File: src/rtl/fp32_divider.sv
// FP32 divider: radix-2 restoring mantissa division, one quotient bit per clock.
// Valid/ready on both sides, a single operation in flight, result held until taken.
module fp32_divider #(
  parameter int ROUND_MODE = 0,
  parameter int FTZ        = 1
) (
  input  logic        clk,
  input  logic        rst,
  input  logic        in_valid,
  output logic        in_ready,
  input  logic [31:0] input_a,
  input  logic [31:0] input_b,
  output logic        out_valid,
  input  logic        out_ready,
  output logic [31:0] output_z,
  output logic [3:0]  out_flags
);

  localparam logic [2:0] S_IDLE   = 3'd0;
  localparam logic [2:0] S_UNPACK = 3'd1;
  localparam logic [2:0] S_DIVIDE = 3'd2;
  localparam logic [2:0] S_NORM   = 3'd3;
  localparam logic [2:0] S_ROUND  = 3'd4;
  localparam logic [2:0] S_DONE   = 3'd5;

  logic [2:0]        state_q, state_d;
  logic [31:0]       a_q, a_d;
  logic [31:0]       b_q, b_d;
  logic              sign_q, sign_d;
  logic signed [9:0] exp_q, exp_d;
  logic [24:0]       rem_q, rem_d;
  logic [23:0]       div_q, div_d;
  logic [25:0]       quo_q, quo_d;
  logic [4:0]        cnt_q, cnt_d;
  logic [22:0]       frac_q, frac_d;
  logic              guard_q, guard_d;
  logic              sticky_q, sticky_d;
  logic [31:0]       z_q, z_d;
  logic [3:0]        flags_q, flags_d;

  logic [7:0]  ea, eb;
  logic [22:0] fa, fb;
  logic        a_nan, b_nan, a_inf, b_inf, a_zero, b_zero;
  logic        ftz_on;

  assign ea = a_q[30:23];
  assign eb = b_q[30:23];
  assign fa = a_q[22:0];
  assign fb = b_q[22:0];
  assign ftz_on = (FTZ != 0);

  assign a_nan  = (ea == 8'hFF) && (fa != 23'd0);
  assign b_nan  = (eb == 8'hFF) && (fb != 23'd0);
  assign a_inf  = (ea == 8'hFF) && (fa == 23'd0);
  assign b_inf  = (eb == 8'hFF) && (fb == 23'd0);
  assign a_zero = (ea == 8'h00) && (ftz_on || fa == 23'd0);
  assign b_zero = (eb == 8'h00) && (ftz_on || fb == 23'd0);

  logic              ge;
  logic [24:0]       diff;
  logic [24:0]       rem_sel;
  logic              inc;
  logic              carry;
  logic [22:0]       frac_r;
  logic signed [9:0] exp_r;

  always_comb begin
    state_d  = state_q;
    a_d      = a_q;
    b_d      = b_q;
    sign_d   = sign_q;
    exp_d    = exp_q;
    rem_d    = rem_q;
    div_d    = div_q;
    quo_d    = quo_q;
    cnt_d    = cnt_q;
    frac_d   = frac_q;
    guard_d  = guard_q;
    sticky_d = sticky_q;
    z_d      = z_q;
    flags_d  = flags_q;

    ge      = rem_q >= {1'b0, div_q};
    diff    = rem_q - {1'b0, div_q};
    rem_sel = ge ? diff : rem_q;

    inc = (ROUND_MODE == 0) && guard_q && (sticky_q || frac_q[0]);
    {carry, frac_r} = {1'b0, frac_q} + {23'd0, inc};
    exp_r = exp_q + (carry ? 10'sd1 : 10'sd0);

    case (state_q)
      S_IDLE: begin
        if (in_valid) begin
          a_d     = input_a;
          b_d     = input_b;
          state_d = S_UNPACK;
        end
      end
      S_UNPACK: begin
        sign_d = a_q[31] ^ b_q[31];
        exp_d  = $signed({2'b00, ea}) - $signed({2'b00, eb}) + 10'sd127;
        if (a_nan || b_nan || (a_zero && b_zero) || (a_inf && b_inf)) begin
          z_d     = 32'h7FC0_0000;
          flags_d = 4'b1000;
          state_d = S_DONE;
        end else if (a_inf) begin
          z_d     = {sign_d, 8'hFF, 23'd0};
          flags_d = 4'b0000;
          state_d = S_DONE;
        end else if (b_zero) begin
          z_d     = {sign_d, 8'hFF, 23'd0};
          flags_d = 4'b0100;
          state_d = S_DONE;
        end else if (a_zero || b_inf) begin
          z_d     = {sign_d, 31'd0};
          flags_d = 4'b0000;
          state_d = S_DONE;
        end else begin
          rem_d   = {2'b01, fa};
          div_d   = {1'b1, fb};
          quo_d   = 26'd0;
          cnt_d   = 5'd0;
          state_d = S_DIVIDE;
        end
      end
      S_DIVIDE: begin
        rem_d = rem_sel << 1;
        quo_d = {quo_q[24:0], ge};
        cnt_d = cnt_q + 5'd1;
        if (cnt_q == 5'd25) state_d = S_NORM;
      end
      S_NORM: begin
        // q[24] is the hidden bit whenever the integer bit came out zero
        if (quo_q[25]) begin
          frac_d   = quo_q[24:2];
          guard_d  = quo_q[1];
          sticky_d = quo_q[0] || (rem_q != 25'd0);
        end else begin
          exp_d    = exp_q - 10'sd1;
          frac_d   = quo_q[23:1];
          guard_d  = quo_q[0];
          sticky_d = (rem_q != 25'd0);
        end
        state_d = S_ROUND;
      end
      S_ROUND: begin
        if (exp_r >= 10'sd255) begin
          if (ROUND_MODE == 0) z_d = {sign_q, 8'hFF, 23'd0};
          else z_d = {sign_q, 8'hFE, 23'h7F_FFFF};
          flags_d = 4'b0010;
        end else if (exp_r <= 10'sd0) begin
          z_d     = {sign_q, 31'd0};
          flags_d = 4'b0001;
        end else begin
          z_d     = {sign_q, exp_r[7:0], frac_r};
          flags_d = 4'b0000;
        end
        state_d = S_DONE;
      end
      S_DONE: begin
        if (out_ready) state_d = S_IDLE;
      end
      default: state_d = S_IDLE;
    endcase
  end

  always_ff @(posedge clk or negedge rst) begin
    if (!rst) begin
      state_q  <= S_IDLE;
      a_q      <= '0;
      b_q      <= '0;
      sign_q   <= 1'b0;
      exp_q    <= '0;
      rem_q    <= '0;
      div_q    <= '0;
      quo_q    <= '0;
      cnt_q    <= '0;
      frac_q   <= '0;
      guard_q  <= 1'b0;
      sticky_q <= 1'b0;
      z_q      <= '0;
      flags_q  <= '0;
    end else begin
      state_q  <= state_d;
      a_q      <= a_d;
      b_q      <= b_d;
      sign_q   <= sign_d;
      exp_q    <= exp_d;
      rem_q    <= rem_d;
      div_q    <= div_d;
      quo_q    <= quo_d;
      cnt_q    <= cnt_d;
      frac_q   <= frac_d;
      guard_q  <= guard_d;
      sticky_q <= sticky_d;
      z_q      <= z_d;
      flags_q  <= flags_d;
    end
  end

  assign in_ready  = (state_q == S_IDLE);
  assign out_valid = (state_q == S_DONE);
  assign output_z  = z_q;
  assign out_flags = flags_q;

endmodule
File: config.mk
export PLATFORM = sky130hd
export DESIGN_NAME = fp32_divider
export DESIGN_NICKNAME = d
export VERILOG_FILES = /design/src/rtl/fp32_divider.sv
export SDC_FILE = /design/constraint.sdc
export NUM_CORES = 1
export LEC_CHECK = 0
export ABC_AREA = 0
export CAP_MARGIN = 10
export CORE_ASPECT_RATIO = 1.5
export CORE_MARGIN = 1
export CORE_UTILIZATION = 50
export CTS_CLUSTER_SIZE = 12
export DETAILED_ROUTE_END_ITERATION = 12
export PLACE_DENSITY_LB_ADDON = 0.08
export SYNTH_ARGS = -nofsm -noshare
export SYNTH_HDL_FRONTEND = slang
export SYNTH_SLANG_ARGS = --single-unit
File: constraint.sdc
create_clock -name clk -period 9.8 [get_ports clk]
set_input_delay 1.96 -clock clk [delete_from_list [all_inputs] [get_ports clk]]
set_output_delay 1.96 -clock clk [all_outputs]
set_load 0.02 [all_outputs]
# After elaboration in Yosys (flattened, before gate mapping)
# Index checks and enable logic that the tools add are counted.
# totals
register_bits,219
out_inout_bits,38
# classes
add_sub_neg,7
magnitude_cmp,3
eq_ne,17
n_mux,44
bitwise,5
n_reduce_logical,30
# ops
op,count
32-bit 2-to-1 mux,4
26-bit 2-to-1 mux,4
25-bit 2-to-1 mux,4
32-bit one-hot mux with 2 select lines,1
31-bit 2-to-1 mux,2
26-bit one-hot mux with 2 select lines,1
25-bit one-hot mux with 2 select lines,1
23-bit logical NOT,2
23-bit nonzero test,2
25-bit by 24-bit >= comparator with 1-bit output,1
25-bit nonzero test,1
23-bit by 1-bit adder with 24-bit output,1
24-bit 2-to-1 mux,1
24-bit subtractor,1
23-bit 2-to-1 mux,1
3-bit 2-to-1 mux,7
5-bit 2-to-1 mux,4
10-bit one-hot mux with 2 select lines,1
3-bit one-hot mux with 6 select lines,1
8-bit equality test (second input constant),2
8-bit logical NOT,2
4-bit 2-to-1 mux,4
2-bit != test (second input constant),7
10-bit by 2-bit adder with 10-bit output,1
other kinds (26),50

# Logic depth before layout (Yosys ltp)
# Gate-level depths: netlist of the first run.
# logic_depth
word_depth,9
ltp_mapped,18

# Worst setup path before layout of the first run
# Ideal clock, no wire load.
# synth_timing
path_type,reg2reg
from,register frac_q[2]
to,"register z_q[10], in the netlist output_z[10]"
setup_time_ns,0.083
arrival_time_ns,3.637
required_time_ns,9.717
setup_slack_ns,6.080
path_stages_with_launch,19
synth_period_minus_slack_ns,3.720
cell_sequence,dfrtp_1 -> and3_1 -> and2_1 -> nand4_1 -> nor2b_1 -> and3_1 -> and3_1 -> ha_1 -> ha_1 -> nand2_1 -> or2_2 -> clkbuf_1 -> xnor2_1 -> nand3_1 -> o211ai_1 -> a211o_1 -> or2_2 -> clkbuf_1 -> o21ai_0
# synth_between
elab_chain_cells,7
# synth_lines
element,line_no,text
"start, declared",35,"logic [22:0] frac_q, frac_d;"
"start signal, assigned",193,frac_q <= frac_d;
23-bit by 1-bit adder with 24-bit output (*),88,"{carry, frac_r} = {1'b0, frac_q} + {23'd0, inc};"
1-bit 2-to-1 mux,89,exp_r = exp_q + (carry ? 10'sd1 : 10'sd0);
10-bit by 2-bit adder with 10-bit output,89,
10-bit by 1-bit less-or-equal comparator with 1-bit output,151,end else if (exp_r <= 10'sd0) begin
31-bit 2-to-1 mux,151,
31-bit 2-to-1 mux (*),147,if (exp_r >= 10'sd255) begin
32-bit one-hot mux with 2 select lines (*),91,case (state_q)
"end signal, assigned",196,z_q <= z_d;
"end, declared",38,"logic [31:0] z_q, z_d;"
# Every way passes the cells marked *; elsewhere a longest branch is shown, timed or not.
# A chain may end at the register's enable or synchronous reset.

# Worst setup path in the final report of the first run
# layout_timing
from,register frac_q[2]
to,"register z_q[22], in the netlist output_z[22]"
# Same word-level chain as after synthesis.

==> qor.txt, run 1 <==
status: finished clean
combinational family with the most area after synthesis: simple AND/OR/NAND/NOR gates
Post-CTS Hold Buffers: 0
Crit. path cell count: 17
min-delay src: div_q[23]
combinational share of power: 0.512
# rows: 68
first-iteration detailed-routing DRC count: 483
Worst-Margin Slew: 0.861 ns
grt ovf: 0
Clock Skews: 0.0156 ns
vias in the first global route: 8,904
sw frac: 0.416
ys async rst share: 1.00
Bufs and invs on worst path: 0
CP top delay family: simple AND/OR/NAND/NOR gates
first-pass GRT wire length: 43,400 µm
crit path launch: frac_q[2]
synth unique cells: 67
Slew HR: 0.426
TNS Setup: 0 ns
slowest CP cell: or2_2
leakage: 5.88 nW
largest net degree at the start of global routing: 100
CP Launch Type: flop
CP most frequent cell: and3_1
worst r2r src: frac_q[2]
fmax: 238 MHz
Worst Reg-to-Reg Cells: 17
Ports: 106
Clk pin slew, worst setup/hold paths: 0.06 ns
number of vias per cell: 5.62
Final setup violation count: 0
vias: 8,946
Synth Area in XOR/XNOR: 0.0457
clock root buffer: clkbuf_16
total routed wirelength: 25,500 µm
Worst Hold Class: reg -> reg
core area: 23,000 µm²
final number of hold-violating endpoints: 0
# placed instances: 1,559
share of layout cells above drive strength 1: 0.0915
DR WL/cell: 16.0 µm
post-DP HPWL: 18,200 µm
input/output buffers: 105
CTS max path bufs: 3
antenna violations before repair: 0
simple logic cell fraction of the synthesized area: 0.175
Pwr Total: 4.73 mW
initial core utilization: 0.509
Crit. End Element: flop
EDFF count, synth: 0
register area share after synthesis: 0.468
Mapped Cells: 1,223
sequential share of power: 0.320
Clock Power Share: 0.168
Primary FF master, synth: dfrtp_1
area delta synth->final: 16.6%
Arrival @ worst endpoint: 4.63 ns
syn_nets: 1,333
Compound-Gate Fraction of Synth Area: 0.132
global placement routability congestion: 0.921
Finished Layout Cells: 1,592
die area: 24,000 µm²
NetSw: 1.97 mW
Vert. Die Dim: 189 µm
cells along the critical path: and3_1 > and2_1 > nand4_1 > nor2b_1 > and3_1 > and3_1 > ha_1 > ha_1 > nand2_1 > or2_2 > xnor2_1 > nand3_1 > o211ai_1 > a211o_1 > or2_2 > o22a_1 > a21oi_1
maxcap violations: 0
Clock Latency Late Sink: 0.51 ns
CTS buffer count: 23
post-synthesis mux area share: 0.0952
largest fanout on the critical path: 23
Syn. warnings: 0
DRC errors left: 0
Post-CTS Setup Inserts: 0
DR pass1 iterations: 4
Nets: 1,414
post-layout min period: 4.20 ns
# diodes: 0
Slew Limit Fails: 0
Pint: 2.77 mW
TritonCTS clock tree: done
Min-Delay Path Depth: 2
post-synthesis register bit count: 219
synthesized area: 11,700 µm²
CP peak stage delay: 0.44 ns
Crit Path Class: reg -> reg
Die Span X: 127 µm
Tcrit/Tclk final: 0.429
RSZ-0062 raised after global routing: no
power density over the cells: 347 nW/µm²
Clock Sinks: 219
H-tree depth: 1
final antenna-violating net count: 0
fin util: 0.594
post_cts resized: 0
adder-cell share of the synthesized area: 0.0462
Critical Path RT: 10.23 ns
maximum VDD drop: 0.203 mV
average cell area after synthesis: 9.57 µm²
GRT Total Usage: 0.223
==> stage by stage <==
stage	cell area, µm²	hold slack (ns)	setup slack (ns)
2_1_floorplan	11700	0.418	6.08
3_3_place_gp	13000	0.432	5.66
3_5_place_dp	13000	0.440	5.53
4_1_cts	13600	0.456	5.53
5_1_grt	13600	0.482	5.21
6_report	13600	0.455	5.60
==> cell families after synthesis <==
logic type | Yosys count
fa+ha+maj | 42
mux | 104
xor+xnor | 61
simple gates | 442
flops | 219
compound gates | 244
buf+inv | 111
==> path summary, 6_finish.rpt <==
check                          endpoint  slack, ns
min reg2reg                   div_q[23]       0.45
min in group asynchronous      exp_q[3]       1.47
max in group asynchronous       b_q[18]       6.95
max reg2reg                output_z[22]       5.60
min                           div_q[23]       0.45
max                        output_z[22]       5.60
==> final cells by class <==
type | instances | area (µm²)
clock buffer | 32 | 659
fill | 2025 | 9340
clock inverter | 1 | 8.76
sequential | 219 | 5480
inverter | 49 | 184
timing repair buffer | 118 | 1150
tap | 280 | 350
multi-input combinational | 893 | 5800
==> placed cells by master (no fill, tap or decap), types with 7 or more instances in the layout <==
cell	netlist	layout
dfrtp_1	219	219
nand2_1	199	198
o21ai_0	113	113
clkdlybuf4s50_1	0	104
nand3_1	79	79
mux2_2	58	58
nor2_1	55	54
inv_1	49	49
mux2i_1	46	46
ha_1	40	40
a21oi_1	37	36
xnor2_1	33	33
xor2_1	28	28
o211ai_1	23	23
clkbuf_16	0	23
nor4_1	22	22
nor3_1	15	15
and3_1	14	14
nand4_1	14	14
buf_4	0	13
nand2b_1	9	9
nor2b_1	7	7
a211oi_1	7	7
a221o_1	7	7
==> worst reg2reg max path, delay by kind of cell, from the launching register on <==
family | cells | cell delay [ns]
AND/OR/NAND/NOR | 10 | 2.33
AO/OA/AOI/OAI | 4 | 0.83
adder cells (fa/ha/maj) | 2 | 0.41
XOR/XNOR | 1 | 0.17
flip-flops | 1 | 0.41
==> cell usage after synthesis (3+ instances only) <==
cell | count | area share
dfrtp_1 | 219 | 0.47
nand2_1 | 199 | 0.064
o21ai_0 | 113 | 0.048
nand3_1 | 79 | 0.034
mux2_2 | 58 | 0.056
nor2_1 | 55 | 0.018
clkbuf_1 | 50 | 0.016
inv_1 | 49 | 0.016
mux2i_1 | 46 | 0.039
ha_1 | 40 | 0.043
a21oi_1 | 37 | 0.016
xnor2_1 | 33 | 0.025
xor2_1 | 28 | 0.021
o211ai_1 | 23 | 0.015
nor4_1 | 22 | 0.012
nor3_1 | 15 | 0.0064
and3_1 | 14 | 0.0075
nand4_1 | 14 | 0.0075
nand2b_1 | 9 | 0.0048
buf_1 | 8 | 0.0026
a211oi_1 | 7 | 0.0045
a221o_1 | 7 | 0.0060
nor2b_1 | 7 | 0.0037
a21o_1 | 6 | 0.0038
o21a_1 | 6 | 0.0038
o31ai_1 | 5 | 0.0032
or2_2 | 5 | 0.0027
or3_1 | 5 | 0.0027
and2_1 | 4 | 0.0021
o21bai_1 | 4 | 0.0026
a2111oi_0 | 3 | 0.0022
a211o_1 | 3 | 0.0022
a22o_1 | 3 | 0.0022
nor3b_1 | 3 | 0.0019
==> per-layer routing <==
layer | vias up | wire (µm) | GRT usage
li1 | 4473 | - | -
met1 | 4250 | 10700 | 0.262
met2 | 170 | 13300 | 0.416
met3 | 53 | 756 | 0.0246
met4 | 0 | 811 | 0.0783
met5 | - | 0 | 0
==> state kept, by name (all words and copies together) (netlist names) <==
signal / flops
a_q: 32
b_q: 32
output_z: 32
quo_q: 26
rem_q: 25
div_q: 24
frac_q: 23
exp_q: 10
cnt_q: 5
out_flags: 4
state_q: 3
guard_q: 1
sign_q: 1
sticky_q: 1
==> power by group through the flow <==
stage / combinational [mW] / sequential, mW / clock [mW]
after floorplan: 1.92 / 1.45 / 0
after global placement: 2.39 / 1.52 / 0
after detailed placement: 2.43 / 1.53 / 0
after CTS: 2.45 / 1.51 / 0.819
after global routing: 2.71 / 1.56 / 0.855
final: 2.43 / 1.51 / 0.796
Note: power is estimated with default switching activity, not from simulation.
==> run 2, diff against run 1 <==
clock period = 4.4 ns   (was 9.8 ns; I/O delays follow)
==> run 2 against run 1 <==
  * Clock skew decreased by 0.0014 ns
  * First-iteration DRC count is 7.5% lower
  * Total power grew 120%
  * Combinational power rose by 130%
  * Critical path type unchanged
  * Core utilization rose by 0.17 points
  * Via count grew 1.8%
  * Highest routed layer unchanged
  * Die area stayed put
  * Sequential share of layout area decreased by 0.11 points
  * Cell area is 0.28% higher
==> qor.txt, run 2 (synthesis results as in run 1) <==
Clock Skews: 0.0141 ns (was 0.0156 ns)
TritonCTS clock tree: done (unchanged)
Worst Hold Class: in -> async (was reg -> reg)
Nets: 1,418 (was 1,414)
DR pass1 iterations: 5 (was 4)
maximum VDD drop: 0.420 mV (was 0.203 mV)
CP Launch Type: flop (unchanged)
final number of hold-violating endpoints: 0 (unchanged)
Crit. End Element: flop (unchanged)
CP most frequent cell: and3_1 (unchanged)
first-iteration detailed-routing DRC count: 447 (was 483)
worst r2r src: frac_q[2] (unchanged)
fill count: 2,030 (was 2,025)
share of layout cells above drive strength 1: 0.0949 (was 0.0915)
Arrival @ worst endpoint: 4.47 ns (was 4.63 ns)
final antenna-violating net count: 0 (unchanged)
# diodes: 0 (unchanged)
leakage: 5.90 nW (was 5.88 nW)
slowest CP cell: dfrtp_1 (was or2_2)
maxcap violations: 0 (unchanged)
Tcrit/Tclk final: 0.923 (was 0.429)
WL met1: 10,600 µm (was 10,700 µm)
R2R Setup Slk: 0.34 ns (was 5.60 ns)
DR WL/cell: 16.5 µm (was 16.0 µm)
largest fanout on the critical path: 22 (was 23)
fin util: 0.595 (was 0.594)
commonest non-fill, non-tap cell in the layout: dfrtp_1 (unchanged)
TNS Setup: 0 ns (unchanged)
Ports: 106 (unchanged)
CTS buffer count: 23 (unchanged)
CP top delay family: simple AND/OR/NAND/NOR gates (unchanged)
input/output buffers: 105 (unchanged)
CTS max path bufs: 3 (unchanged)
post-layout min period: 4.06 ns (was 4.20 ns)
post-DP HPWL: 19,200 µm (was 18,200 µm)
Slew HR: 0.246 (was 0.426)
fmax: 246 MHz (was 238 MHz)
total routed wirelength: 26,400 µm (was 25,500 µm)
Clk pin slew, worst setup/hold paths: 0.06 ns (about the same)
global placement routability congestion: 0.912 (was 0.921)
DR WL met3: 966 µm (was 756 µm)
clock root buffer: clkbuf_16 (unchanged)
met2 routed WL: 13,500 µm (was 13,300 µm)
Final setup violation count: 0 (unchanged)
most frequent cells in the layout: dfrtp_1 (219), nand2_1 (198), o21ai_0 (113) (unchanged)
number of vias per cell: 5.70 (was 5.62)
Vert. Die Dim: 189 µm (unchanged)
Crit Path Class: reg -> reg (unchanged)
Slew Limit Fails: 0 (unchanged)
Bufs and invs on worst path: 1 (was 0)
initial core utilization: 0.509 (unchanged)
# rows: 68 (unchanged)
largest net degree at the start of global routing: 74 (was 100)
Worst Reg-to-Reg Cells: 17 (unchanged)
vias in the first global route: 9,058 (was 8,904)
CP peak stage delay: 0.41 ns (was 0.44 ns)
Post-CTS Hold Buffers: 0 (unchanged)
status: finished clean (unchanged)
reg2reg end: output_z[10] (was output_z[22])
core area: 23,000 µm² (unchanged)
cells along the critical path: and3_1 > and2_1 > nand4_1 > nor2b_2 > and3_1 > and3_1 > ha_1 > ha_1 > nand2_1 > or2_2 > xnor2_1 > nand3_1 > o211ai_1 > a211o_1 > or2_2 > buf_4 > o21ai_0 (was and3_1 > and2_1 > nand4_1 > nor2b_1 > and3_1 > and3_1 > ha_1 > ha_1 > nand2_1 > or2_2 > xnor2_1 > nand3_1 > o211ai_1 > a211o_1 > or2_2 > o22a_1 > a21oi_1)
area delta synth->final: 16.9% (was 16.6%)
DRC errors left: 0 (unchanged)
power density over the cells: 778 nW/µm² (was 347 nW/µm²)
antenna violations before repair: 0 (unchanged)
Clock Sinks: 219 (unchanged)
RSZ-0062 raised after global routing: no (unchanged)
Worst-Margin Slew: 1.13 ns (was 0.861 ns)
vias: 9,110 (was 8,946)
grt ovf: 0 (unchanged)
Critical Path RT: 4.82 ns (was 10.23 ns)
first-pass GRT wire length: 44,700 µm (was 43,400 µm)
Die Span X: 127 µm (unchanged)
die area: 24,000 µm² (unchanged)
top layer in use: met4 (unchanged)
Clock Latency Late Sink: 0.51 ns (about the same)
GRT Total Usage: 0.231 (was 0.223)
H-tree depth: 1 (unchanged)
run 2: area by class of cell:
type                       count  area [µm²]  share of cell area
clock inverter                 2        12.5            0.000915
clock buffer                  32         649              0.0475
tap                          280         350              0.0256
timing repair buffer         122        1200              0.0875
inverter                      49         184              0.0134
multi-input combinational    893        5800               0.424
sequential                   219        5480               0.401
run 2: worst max-delay path by stage:
stage	startpoint	end	slack (ns)	cells after the start
2_1_floorplan	frac_q[2]	output_z[10]	0.68	18
3_3_place_gp	frac_q[2]	output_z[10]	0.34	17
3_5_place_dp	frac_q[2]	output_z[4]	0.23	17
4_1_cts	frac_q[2]	output_z[4]	0.21	17
5_1_grt	frac_q[2]	output_z[4]	0.008	17
6_report	frac_q[2]	output_z[10]	0.34	17
run 2: stage by stage:
stage,setup WS [ns],cell area [µm²],instances,hold slack [ns],total power [mW]
after global placement,0.337,13000,1563,0.435,8.80
after floorplan,0.680,11700,1223,0.418,7.50
after global routing,0.00802,13700,1597,0.322,11.5
after CTS,0.209,13700,1597,0.302,10.7
after detailed placement,0.226,13000,1563,0.441,8.91
final,0.341,13700,1597,0.300,10.6
run 2: repair_timing:
| item | CTS | global route |
|---|---|---|
| setup buffers | 0 | 0 |
| endpoints found under the hold margin | 0 | 0 |
| resized for setup | 0 | 1 |
| endpoints found under the setup margin | 0 | 17 |
run 2: routing by layer:
metal,GRT usage,vias to the layer above
met5,0,-
met1,0.272,4329
li1,-,4490
met4,0.116,0
met3,0.0283,79
met2,0.410,212
run 2: power breakdown:
part / leakage (nW) / switching (mW) / internal, mW / total (mW)
clock: 0.322 / 0.752 / 1.01 / 1.76
sequential: 2.79 / 0.660 / 2.72 / 3.38
combinational: 2.78 / 3.05 / 2.44 / 5.49
==> run 3, diff against run 2 <==
CORE_MARGIN = default   (was 1)
CTS_CLUSTER_DIAMETER = 200   (was default)
GPL_ROUTABILITY_DRIVEN = 0   (was default)
==> run 3 against run 2 <==
  * Fmax grew 0.48%
  * Non-clock buffer count is 1 lower
  * Wire length shrank 1.6%
  * Combinational power about the same
  * Hold slack better by 0.16 ns
  * Largest cell class unchanged
  * Via count is 1.5% lower
  * Highest routed layer unchanged
  * Die area is the same
  * Global-route usage is 0.63 points lower
  * Core utilization down 0.36 points
  * Clock-buffer cell count is 9 lower
  * Cell area fell by 0.60%
  * Final cell count is 0.69% lower
==> qor.txt, run 3 (synthesis results as in run 1) <==
final number of hold-violating endpoints: 0 (unchanged)
Slew HR: 0.275 (was 0.246)
Nets: 1,416 (was 1,418)
CP Launch Type: flop (unchanged)
first-pass GRT wire length: 43,600 µm (was 44,700 µm)
Post-CTS Setup Inserts: 0 (unchanged)
slowest CP cell: dfrtp_1 (unchanged)
die area: 24,000 µm² (unchanged)
most frequent cells in the layout: dfrtp_1 (219), nand2_1 (198), o21ai_0 (113) (unchanged)
# diodes: 0 (unchanged)
Clock Skews: 0.0319 ns (was 0.0141 ns)
Worst-Margin Slew: 1.09 ns (was 1.13 ns)
grt ovf: 0 (unchanged)
Bufs and invs on worst path: 1 (unchanged)
Slew Limit Fails: 0 (unchanged)
post-DP HPWL: 18,800 µm (was 19,200 µm)
DR WL met3: 858 µm (was 966 µm)
core area: 23,000 µm² (unchanged)
WL met1: 10,800 µm (was 10,600 µm)
leakage: 5.86 nW (was 5.90 nW)
Crit. End Element: flop (unchanged)
Final setup violation count: 0 (unchanged)
commonest non-fill, non-tap cell in the layout: dfrtp_1 (unchanged)
area delta synth->final: 16.2% (was 16.9%)
Die Span X: 127 µm (unchanged)
Crit Path Class: reg -> reg (unchanged)
Worst Hold Class: in -> async (unchanged)
Clock Latency Late Sink: 0.52 ns (was 0.51 ns)
crit path launch: frac_q[2] (unchanged)
CP top delay family: simple AND/OR/NAND/NOR gates (unchanged)
maximum VDD drop: 0.461 mV (was 0.420 mV)
CP peak stage delay: 0.41 ns (about the same)
TNS Setup: 0 ns (unchanged)
# rows: 68 (unchanged)
number of vias per cell: 5.66 (was 5.70)
pre-CTS WS: 0.237 ns (was 0.226 ns)
initial core utilization: 0.509 (unchanged)
met2 routed WL: 13,500 µm (about the same)
CP most frequent cell: and3_1 (unchanged)
Ports: 106 (unchanged)
TritonCTS clock tree: done (unchanged)
Arrival @ worst endpoint: 4.45 ns (was 4.47 ns)
largest fanout on the critical path: 22 (unchanged)
antenna violations before repair: 0 (unchanged)
maxcap violations: 0 (unchanged)
Critical Path RT: 4.81 ns (was 4.82 ns)
total routed wirelength: 25,900 µm (was 26,400 µm)
post_cts resized: 0 (unchanged)
NetSw: 4.42 mW (was 4.47 mW)
largest net degree at the start of global routing: 122 (was 74)
CTS buffer count: 22 (was 23)
sw frac: 0.421 (was 0.420)
first-iteration detailed-routing DRC count: 427 (was 447)
CTS max path bufs: 3 (unchanged)
fmax: 248 MHz (was 246 MHz)
Clk pin slew, worst setup/hold paths: 0.06 ns (about the same)
Post-CTS Hold Buffers: 0 (unchanged)
share of layout cells above drive strength 1: 0.0911 (was 0.0949)
GRT Total Usage: 0.224 (was 0.231)
Clock Power Share: 0.158 (was 0.166)
post-layout min period: 4.04 ns (was 4.06 ns)
RSZ-0062 raised after global routing: no (unchanged)
final antenna-violating net count: 0 (unchanged)
sequential share of power: 0.321 (was 0.318)
vias in the first global route: 8,863 (was 9,058)
worst r2r src: frac_q[2] (unchanged)
status: finished clean (unchanged)
DR WL/cell: 16.3 µm (was 16.5 µm)
vias: 8,974 (was 9,110)
input/output buffers: 105 (unchanged)
Final WS setup: 0.360 ns (was 0.341 ns)
top layer in use: met4 (unchanged)
DRC errors left: 0 (unchanged)
Clock Sinks: 219 (unchanged)
Pint: 6.07 mW (was 6.17 mW)
clock root buffer: clkbuf_16 (unchanged)
power density over the cells: 772 nW/µm² (was 778 nW/µm²)
Tcrit/Tclk final: 0.918 (was 0.923)
combinational share of power: 0.521 (was 0.516)
DR pass1 iterations: 4 (was 5)
cells along the critical path: and3_1 > and2_1 > nand4_1 > nor2b_2 > and3_1 > and3_1 > ha_1 > ha_1 > nand2_1 > or2_2 > xnor2_1 > nand3_1 > o211ai_1 > a211o_1 > or2_2 > buf_4 > o21ai_0 (unchanged)
H-tree depth: 1 (unchanged)
Vert. Die Dim: 189 µm (unchanged)
==> run 3: cell count changes in the layout (fill, tap and decap cells not counted), sizes merged <==
cell,delta
buf,-1
clkinv,-1
clkinvlp,-1
clkbuf,-9
inv,+1
==> run 3: stage by stage <==
step / hold WS (ns) / power (mW) / cell area (µm²) / util / cells
2_1_floorplan: 0.418 / 7.50 / 11700 / - / 1223
3_3_place_gp: 0.434 / 8.76 / 13000 / 0.566 / 1562
3_5_place_dp: 0.445 / 8.87 / 13000 / 0.566 / 1562
4_1_cts: 0.461 / 10.6 / 13600 / 0.592 / 1586
5_1_grt: 0.489 / 11.3 / 13600 / 0.592 / 1586
6_report: 0.459 / 10.5 / 13600 / 0.592 / 1586
==> run 3: power by group through the flow <==
stage                     combinational (mW)  sequential (mW)  clock [mW]
after global placement                  5.37             3.39           0
final                                   5.46             3.37        1.66
after CTS                               5.49             3.38        1.71
after detailed placement                5.46             3.41           0
after floorplan                         4.28             3.22           0
after global routing                    6.09             3.48        1.77
==> run 3: final cells by class <==
cell class / count / area (µm²)
clock buffers: 23 / 576
clock inverters: 1 / 11.3
fillers: 2058 / 9380
inverters: 49 / 184
multi-input cells: 893 / 5800
flip-flops and latches: 219 / 5480
well taps: 280 / 350
repair buffers: 121 / 1190
==> run 3: worst register-to-register path: stages (launching register included) <==
cell	delay, ns
dfrtp_1	0.41
and3_1	0.19
and2_1	0.16
nand4_1	0.22
nor2b_2	0.24
and3_1	0.26
and3_1	0.24
ha_1	0.20
ha_1	0.21
nand2_1	0.07
or2_2	0.37
xnor2_1	0.17
nand3_1	0.08
o211ai_1	0.08
a211o_1	0.36
or2_2	0.30
buf_4	0.20
o21ai_0	0.18
==> run 3: layer usage <==
| metal | global-route usage | vias to the layer above |
|---|---|---|
| li1 | - | 4476 |
| met1 | 0.264 | 4295 |
| met2 | 0.417 | 160 |
| met3 | 0.0271 | 43 |
| met4 | 0.0755 | 0 |
| met5 | 0 | - |
==> run 3: final timing paths <==
check | to | slack, ns | cells past startpoint
worst max-delay path | output_z[7] | 0.36 | 17
worst min-delay path | exp_q[4] | 0.46 | 1
worst max register to register | output_z[7] | 0.36 | 17
worst min register to register | div_q[23] | 0.46 | 2
max in group asynchronous | frac_q[9] | 2.96 | 2
min in group clk | div_q[23] | 0.46 | 2
